<file path="config.mk">
export PLATFORM = sky130hd
export DESIGN_NAME = arm_fetch
export DESIGN_NICKNAME = d
export VERILOG_FILES = /design/src/rtl/arm_fetch_pkg.sv /design/src/rtl/arm_fetch_queue.sv /design/src/rtl/arm_fetch.sv
export SDC_FILE = /design/constraint.sdc
export NUM_CORES = 1
export LEC_CHECK = 0
export ABC_AREA = 1
export BUFFER_PORTS_ARGS = -buffer_cell sky130_fd_sc_hd__buf_4
export CAP_MARGIN = 15
export CORE_ASPECT_RATIO = 0.8
export CORE_MARGIN = 3
export CORE_UTILIZATION = 55
export CTS_CLUSTER_DIAMETER = 200
export CTS_CLUSTER_SIZE = 20
export DETAILED_ROUTE_END_ITERATION = 8
export PLACE_DENSITY = 0.79
export SLEW_MARGIN = 0
export SYNTH_ARGS = -nofsm -noshare
export SYNTH_HDL_FRONTEND = slang
export SYNTH_SLANG_ARGS = --single-unit
</file>
<file path="constraint.sdc">
create_clock -name clk -period 4.6 [get_ports clk]
set_clock_uncertainty 0.1 [all_clocks]
set_input_delay 1.38 -clock clk [delete_from_list [all_inputs] [get_ports clk]]
set_output_delay 1.38 -clock clk [all_outputs]
set_load 0.02 [all_outputs]
</file>
<file path="src/rtl/arm_fetch_pkg.sv">
// Shared fetch-stage types: state encodings, reset vector, queue entry.
package arm_fetch_pkg;

  localparam int INST_WIDTH = 32;
  localparam logic [31:0] RESET_VECTOR = 32'h0000_0000;

  typedef enum logic [1:0] {
    FETCH_IDLE = 2'd0,
    FETCH_REQ  = 2'd1,
    FETCH_DROP = 2'd2
  } fetch_state_e;

  typedef struct packed {
    logic [31:0]           pc;
    logic [INST_WIDTH-1:0] inst;
  } fq_entry_t;

endpackage

</file>
<file path="src/rtl/arm_fetch_queue.sv">
// Two-entry {pc, inst} FIFO feeding decode; flush beats push and pop.
module arm_fetch_queue
  import arm_fetch_pkg::*;
(
  input  logic      clk,
  input  logic      rst_b,
  input  logic      i_push,
  input  logic      i_pop,
  input  logic      i_flush,
  input  fq_entry_t i_din,
  output logic [1:0] o_count,
  output fq_entry_t o_head,
  output logic      o_head_valid
);

  fq_entry_t  r_q0;
  fq_entry_t  r_q1;
  logic [1:0] r_cnt;

  always_ff @(posedge clk or negedge rst_b) begin
    if (!rst_b) begin
      r_q0  <= '0;
      r_q1  <= '0;
      r_cnt <= 2'd0;
    end else if (i_flush) begin
      r_cnt <= 2'd0;
    end else begin
      case ({i_push, i_pop})
        2'b10: begin
          if (r_cnt == 2'd0) r_q0 <= i_din;
          else               r_q1 <= i_din;
          r_cnt <= r_cnt + 2'd1;
        end
        2'b01: begin
          r_q0  <= r_q1;
          r_cnt <= r_cnt - 2'd1;
        end
        2'b11: begin
          // with one entry the new word replaces the popped head
          if (r_cnt == 2'd1) begin
            r_q0 <= i_din;
          end else begin
            r_q0 <= r_q1;
            r_q1 <= i_din;
          end
        end
        default: ;
      endcase
    end
  end

  assign o_count      = r_cnt;
  assign o_head       = r_q0;
  assign o_head_valid = (r_cnt != 2'd0);

endmodule

</file>
<file path="src/rtl/arm_fetch.sv">
// Fetch stage: PC, single-outstanding imem handshake, redirect/drop FSM.
module arm_fetch
  import arm_fetch_pkg::*;
#(
  parameter logic [31:0] RESET_PC = RESET_VECTOR
) (
  input  logic        clk,
  input  logic        rst_b,
  output logic        imem_req,
  output logic [31:0] imem_addr,
  input  logic        imem_ack,
  input  logic [31:0] imem_rdata,
  output logic [31:0] inst,
  output logic [31:0] inst_pc,
  output logic        inst_valid,
  input  logic        inst_ready,
  input  logic        redirect,
  input  logic [31:0] redirect_pc
);

  fetch_state_e r_state;
  fetch_state_e w_next;
  logic [31:0]  r_fetch_pc;
  logic [31:0]  r_drop_addr;
  logic [31:0]  w_pc_nxt;
  logic [31:0]  w_rpc;
  logic         w_ld_drop;
  logic         w_push;
  logic         w_pop;
  logic [1:0]   w_cnt;
  logic [1:0]   w_cnt_pop;
  logic         w_hv;
  fq_entry_t    w_head;
  fq_entry_t    w_din;

  assign w_rpc     = {redirect_pc[31:2], 2'b00};
  assign w_pop     = w_hv && inst_ready;
  assign w_cnt_pop = w_cnt - {1'b0, w_pop};
  assign w_din     = '{pc: r_fetch_pc, inst: imem_rdata};

  always_comb begin
    w_next    = r_state;
    w_pc_nxt  = r_fetch_pc;
    w_ld_drop = 1'b0;
    w_push    = 1'b0;
    unique case (r_state)
      FETCH_IDLE: begin
        if (redirect) begin
          w_pc_nxt = w_rpc;
          w_next   = FETCH_REQ;
        end else if (w_cnt_pop < 2'd2) begin
          w_next = FETCH_REQ;
        end
      end
      FETCH_REQ: begin
        if (redirect) begin
          w_pc_nxt = w_rpc;
          // old read still owes an ack; park its address
          if (!imem_ack) begin
            w_next    = FETCH_DROP;
            w_ld_drop = 1'b1;
          end
        end else if (imem_ack) begin
          w_push   = 1'b1;
          w_pc_nxt = r_fetch_pc + 32'd4;
          if (w_cnt_pop + 2'd1 == 2'd2)
            w_next = FETCH_IDLE;
        end
      end
      FETCH_DROP: begin
        if (redirect) w_pc_nxt = w_rpc;
        if (imem_ack) w_next = FETCH_REQ;
      end
      default: w_next = FETCH_IDLE;
    endcase
  end

  always_ff @(posedge clk or negedge rst_b) begin
    if (!rst_b) begin
      r_state     <= FETCH_IDLE;
      r_fetch_pc  <= RESET_PC;
      r_drop_addr <= 32'd0;
    end else begin
      r_state    <= w_next;
      r_fetch_pc <= w_pc_nxt;
      if (w_ld_drop) r_drop_addr <= r_fetch_pc;
    end
  end

  arm_fetch_queue u_queue (
    .clk          (clk),
    .rst_b        (rst_b),
    .i_push       (w_push),
    .i_pop        (w_pop),
    .i_flush      (redirect),
    .i_din        (w_din),
    .o_count      (w_cnt),
    .o_head       (w_head),
    .o_head_valid (w_hv)
  );

  assign imem_req   = (r_state != FETCH_IDLE);
  assign imem_addr  = (r_state == FETCH_DROP) ? r_drop_addr
                                              : r_fetch_pc;
  assign inst_valid = w_hv;
  assign inst       = w_head.inst;
  assign inst_pc    = w_head.pc;

endmodule

</file>
Word-level counts from Yosys, hierarchy flattened
Index checks and enable logic that the tools add are counted.
- register bits: 196
- logic and storage cells: 72
- output and inout port bits: 98
- bits of input ports: 69
- add/sub/neg operators: 5
- equal/unequal tests: 16
- bitwise logic cells: 1
- muxes and demuxes: 27
- reduce and logical (&&, ||, !) cells: 14
- magnitude comparators: 1
- operators with widths (cell ; count):
    two-way mux 64 bit ; 4
    one-hot mux 64 bit (3 select lines) ; 1
    two-way mux 32 bit ; 4
    one-hot mux 64 bit (2 select lines) ; 1
    one-hot mux 32 bit (2 select lines) ; 1
    adder 32 x 3 -> 32 bit (second input constant) ; 1
    two-way mux 2 bit ; 8
    inequality test 3 bit (second input constant) ; 4
    equality test 2 bit (second input constant) ; 4
    nonzero test 2 bit ; 4
    equality test 2 x 1 -> 1 bit (second input constant) ; 3
    two-way mux 1 bit ; 6
    inequality test 2 bit (second input constant) ; 3
    one-hot mux 2 bit (3 select lines) ; 1
    AND reduction 3 bit ; 2
    nonzero test 3 bit ; 2
    AND reduction 5 bit ; 1
    adder 2 x 1 -> 2 bit (second input constant) ; 2
    logical NOT 2 bit ; 2
    inequality test 2 x 1 -> 1 bit (second input constant) ; 2
    one-hot mux 2 bit (2 select lines) ; 1
    AND reduction 4 bit ; 1
    less-than comparator 2 bit (second input constant) ; 1
    OR reduction 2 bit ; 1
    other kinds (4) ; 4

Longest topological paths before layout
- depth after elaboration: 9
- gate-level depth with buffers: 12
- depth with buffers taken out: 12

Cells and area by module
Synthesis repeated with hierarchy kept, for this count alone.
- cell total of the unflattened synthesis: 1460
- area, all modules: 10426.2 µm²
- by module, submodules not included (module ; area an instance (µm²) ; sequential area each (µm²) ; cells an instance ; instances):
    arm_fetch_queue ; 6596.3 ; 3253.1 ; 870 ; 1
    arm_fetch ; 3829.9 ; 1551.5 ; 590 ; 1

Worst setup path before layout
OpenSTA, ideal clock, no wires.
- path type: flip-flop to output port
- start: reg r_state[0]
- end: out imem_addr[10]
- slack: 1.832 ns
- cell stages (with the launch flop): 7
- arrival time: 1.288 ns
- required time: 3.120 ns
- buffers on the path: 1
- cells stage by stage: dfrtp_1 inv_1 nand2_1 inv_1 buf_1 nand2_1 o21ai_0
- cells in the longest elaborated chain, start to end: 2
- ends and longest elaborated chain (what ; line ; text):
    start, declared ; arm_fetch.sv:21 ; fetch_state_e r_state;
    start signal, assigned ; arm_fetch.sv:84 ; r_state <= w_next;
    equality test 2 bit ; arm_fetch.sv:103 ; assign imem_addr = (r_state == FETCH_DROP) ? r_drop_addr
    two-way mux 32 bit ; arm_fetch.sv:103 ;
    end, declared ; arm_fetch.sv:10 ; output logic [31:0] imem_addr,
No other way between the ends.

Final worst setup path
- start: reg r_state[0]
- end: out imem_addr[14]
The elaborated chain is that of the path after synthesis.

==> impl_metrics.csv <==
group,metric,value,unit
layout,diodes,0,
die,io_pins,167,
clocking,postCtsHoldBufs,0,
pwr,combPwrFrac,43.0,%
run_status,status,"complete, no violations",
critical_path,required,3120,ps
sta,hold_viol,0,
min_path,hold_path_class,"register to register",
pwr,swShare,43.6,%
critical_path,worstReg2RegEnd,"r_fetch_pc[13]$_DFFE_PN0P_",
global_routing,grt_max_degree,125,
placed_design,io_buffers,162,
sta,setup_viol,0,
clocking,post_cts_resized,0,
critical_path,worstReg2RegStart,"r_state[1]$_DFFE_PN0P_",
layout,layout.nets,1400,
critical_path,crit_slowest_cell,"buf_4",
global_routing,grt_pass1_vias,7265,
critical_path,cp_cell_sequence,"inv_1 -> nand2_1 -> inv_1 -> buf_4 -> o21ai_0 -> buf_4",
layout,drive_above_1_share,15.7,%
clocking,htreeDepth,4,
synth,synth_seq_cells,189,
placed_design,gp_congestion,0.916,
sta,tns,0,ps
die,die_w,151,um
pwr,p_switching,3.42,mW
route,drt-total-wl,23.2,mm
pwr,p_clk_share,19.2,%
clocking,cts_root_buffer,"clkbuf_16",
die,die-area,0.0184,mm2
route,detail_route.iter0.violations,842,
sta,rsz0062_at_grt,"false",
die,fp.dieH,122,um
die,core-area,0.0161,mm2
synth,synth_top_area_share,51.3,%
global_routing,antenna_found_initial,0,
critical_path,path_class,"register to output port",
sta,max_freq,278,MHz
synth,yosys_warnings,0,
pwr,p_seq_share,37.7,%
min_path,holdPathStages,2,
clocking,clock-sinks,189,
sta,fin_crit_sh,78.3,%
synth,yosys-top-cells-area,"dfrtp_1 (51%), nand2_1 (19%), o21ai_0 (7.9%), o211ai_1 (5.1%), nor2_1 (3.8%)",
sta,period_needed,3600,ps
sta,slew_viol_final,0,
layout,area_delta_synth_final,20.5,%
die,rows,41,
pwr,vdd.ir_drop.worst,0.511,mV
placed_design,post-dp-hpwl,15.8,mm
flow_run,drv_cap,0,
critical_path,rr_worst_depth,8,
route,via_per_inst,5.33,
route,dr.pass1.iters,5,
layout,layout_commonest_cell,"nand2_1",
critical_path,cp.arrival,2120,ps
layout,fin_area,0.0111,mm2
route,wl_per_cell,14.9,um
clocking,post-cts-setup-buffers,0,
clocking,clk_latency,430,ps
die,start_util,57.3,%
synth,synth_cell_type_count,29,
route,vias,8295,
synth,syn_avg_cell_area,7.68,um2
layout,layout_common_cells,"nand2_1 (478), dfrtp_1 (189), buf_4 (166)",
sta,worst_slew_pin_slew,1000,ps
critical_path,worstPathMaxFanout,60,
clocking,cts_buffers,17,
clocking,cts_tree,"built",
synth,yosysSeqAreaShare,51.3,%
synth,synth_edf_count,0,
critical_path,startpoint_type,"register",
synth,synthCells,1201,
placed_design,dpl_cell_area,0.0105,mm2
global_routing,grtUsageTotal,25.7,%
clocking,cts_max_path_buffers,2,
pwr,power_density,706,mW/mm2
critical_path,max_stage_delay,420,ps
route,drc,0,
critical_path,end_kind,"output port",
clocking,path_clk_slew,70,ps
global_routing,grt_pass1_wl,37.3,mm
min_path,worstHoldEndpoint,"u_queue.o_head[24]$_DFFE_PN0P_",
route,ant_nets,0,
global_routing,gr-total-overflow,0,
synth,synthFlopType,"dfrtp_1",
synth,syn_area,0.00922,mm2
pwr,power.leakage,5.78,nW
min_path,hold_start,"u_queue.o_head[24]$_DFFE_PN0P_",
sta,relSlewSlack,33.1,%
synth,async_flop_share,100,%
synth,yosysTopAreaCell,"dfrtp_1",
pwr,intPower,4.43,mW
critical_path,reg2reg_slack,2220,ps
cell families (layout without fill, tap and decap cells):
family	Yosys count	count (layout)	synth area share (%)
fa+ha+maj	4	4	0.543
flops	189	189	51.3
xor+xnor	5	5	0.475
simple gates	615	615	25.7
other cells	1	2	0.0407
buf+inv	158	296	7.47
compound gates	229	229	14.5
synthesized netlist by cell type, types with 2 or more instances:
cell and count:
inv_2 2, ha_1 4, a21oi_1 9, nand3_1 35
o22ai_1 5, clkbuf_1 24, nor2_1 94, nor2_2 2
buf_4 5, buf_1 4, buf_2 26, dfrtp_1 189
clkinv_1 2, o21ai_0 146, nand2_1 478, a31oi_1 3
o211ai_1 63, inv_1 89, nand4_1 3, buf_6 6
xor2_1 4
worst max-delay path by stage:
stage | from | endpoint | slack, ps | cells past startpoint
finish | r_state[0]$_DFFE_PN0P_ | imem_addr[14] | 1000 | 6
global route | r_state[0]$_DFFE_PN0P_ | imem_addr[11] | 860 | 7
CTS | r_state[0]$_DFFE_PN0P_ | imem_addr[11] | 1010 | 7
detailed placement | imem_ack | r_fetch_pc[13]$_DFFE_PN0P_ | 1220 | 10
global placement | imem_ack | r_fetch_pc[13]$_DFFE_PN0P_ | 1260 | 10
floorplan | r_state[0]$_DFFE_PN0P_ | imem_addr[10] | 1830 | 6
final cells by class:
cell class              count  area [um2]
flip-flops and latches    189        4730
repair buffers            171        1340
well taps                 215         269
multi-input cells         855        3830
clock inverters            14         170
fillers                  1338        4990
inverters                  93         349
clock buffers              18         429
per-stage QoR:
step	total power, mW	hold slack (ps)	std cells	setup slack [ps]	util, %
global placement	6.22	363	1523	1260	65.3
CTS	7.86	386	1555	1010	69.0
finish	7.84	382	1555	998	69.0
global route	8.43	404	1555	856	69.0
detailed placement	6.33	367	1523	1220	65.3
floorplan	5.01	353	1202	1830	-
routing by layer:
layer  wire [um]  share of wire [%]  global-route usage, %  vias up
li1            -                  -                      -     4088
met1       10900                 47                   40.2     3856
met2        9980                 43                   36.6      321
met3        1890                8.1                   4.46       30
met4         418                1.8                   7.64        0
met5           0                  0                      0        -
worst max-delay path, delay by kind of cell (launching register included):
family	cells	cell delay, ps
buffers and inverters	4	900
flip-flops	1	400
AO/OA/AOI/OAI	1	270
AND/OR/NAND/NOR	1	110
sequential cells by signal, summed over array words and instances (netlist names):
signal	flops
u_queue.r_q1	62
r_drop_addr	30
u_queue.o_count	2
u_queue.o_head	63
r_fetch_pc	30
r_state	2
power groups by stage:
stage               registers [mW]  clock network [mW]  logic [mW]
finish                        2.96                1.51        3.38
global route                  3.07                1.60        3.76
CTS                           2.95                1.52        3.39
detailed placement            2.97                   0        3.37
global placement              2.93                   0        3.29
floorplan                     3.17                   0        1.84
Note: power is estimated with default switching activity, not from simulation.
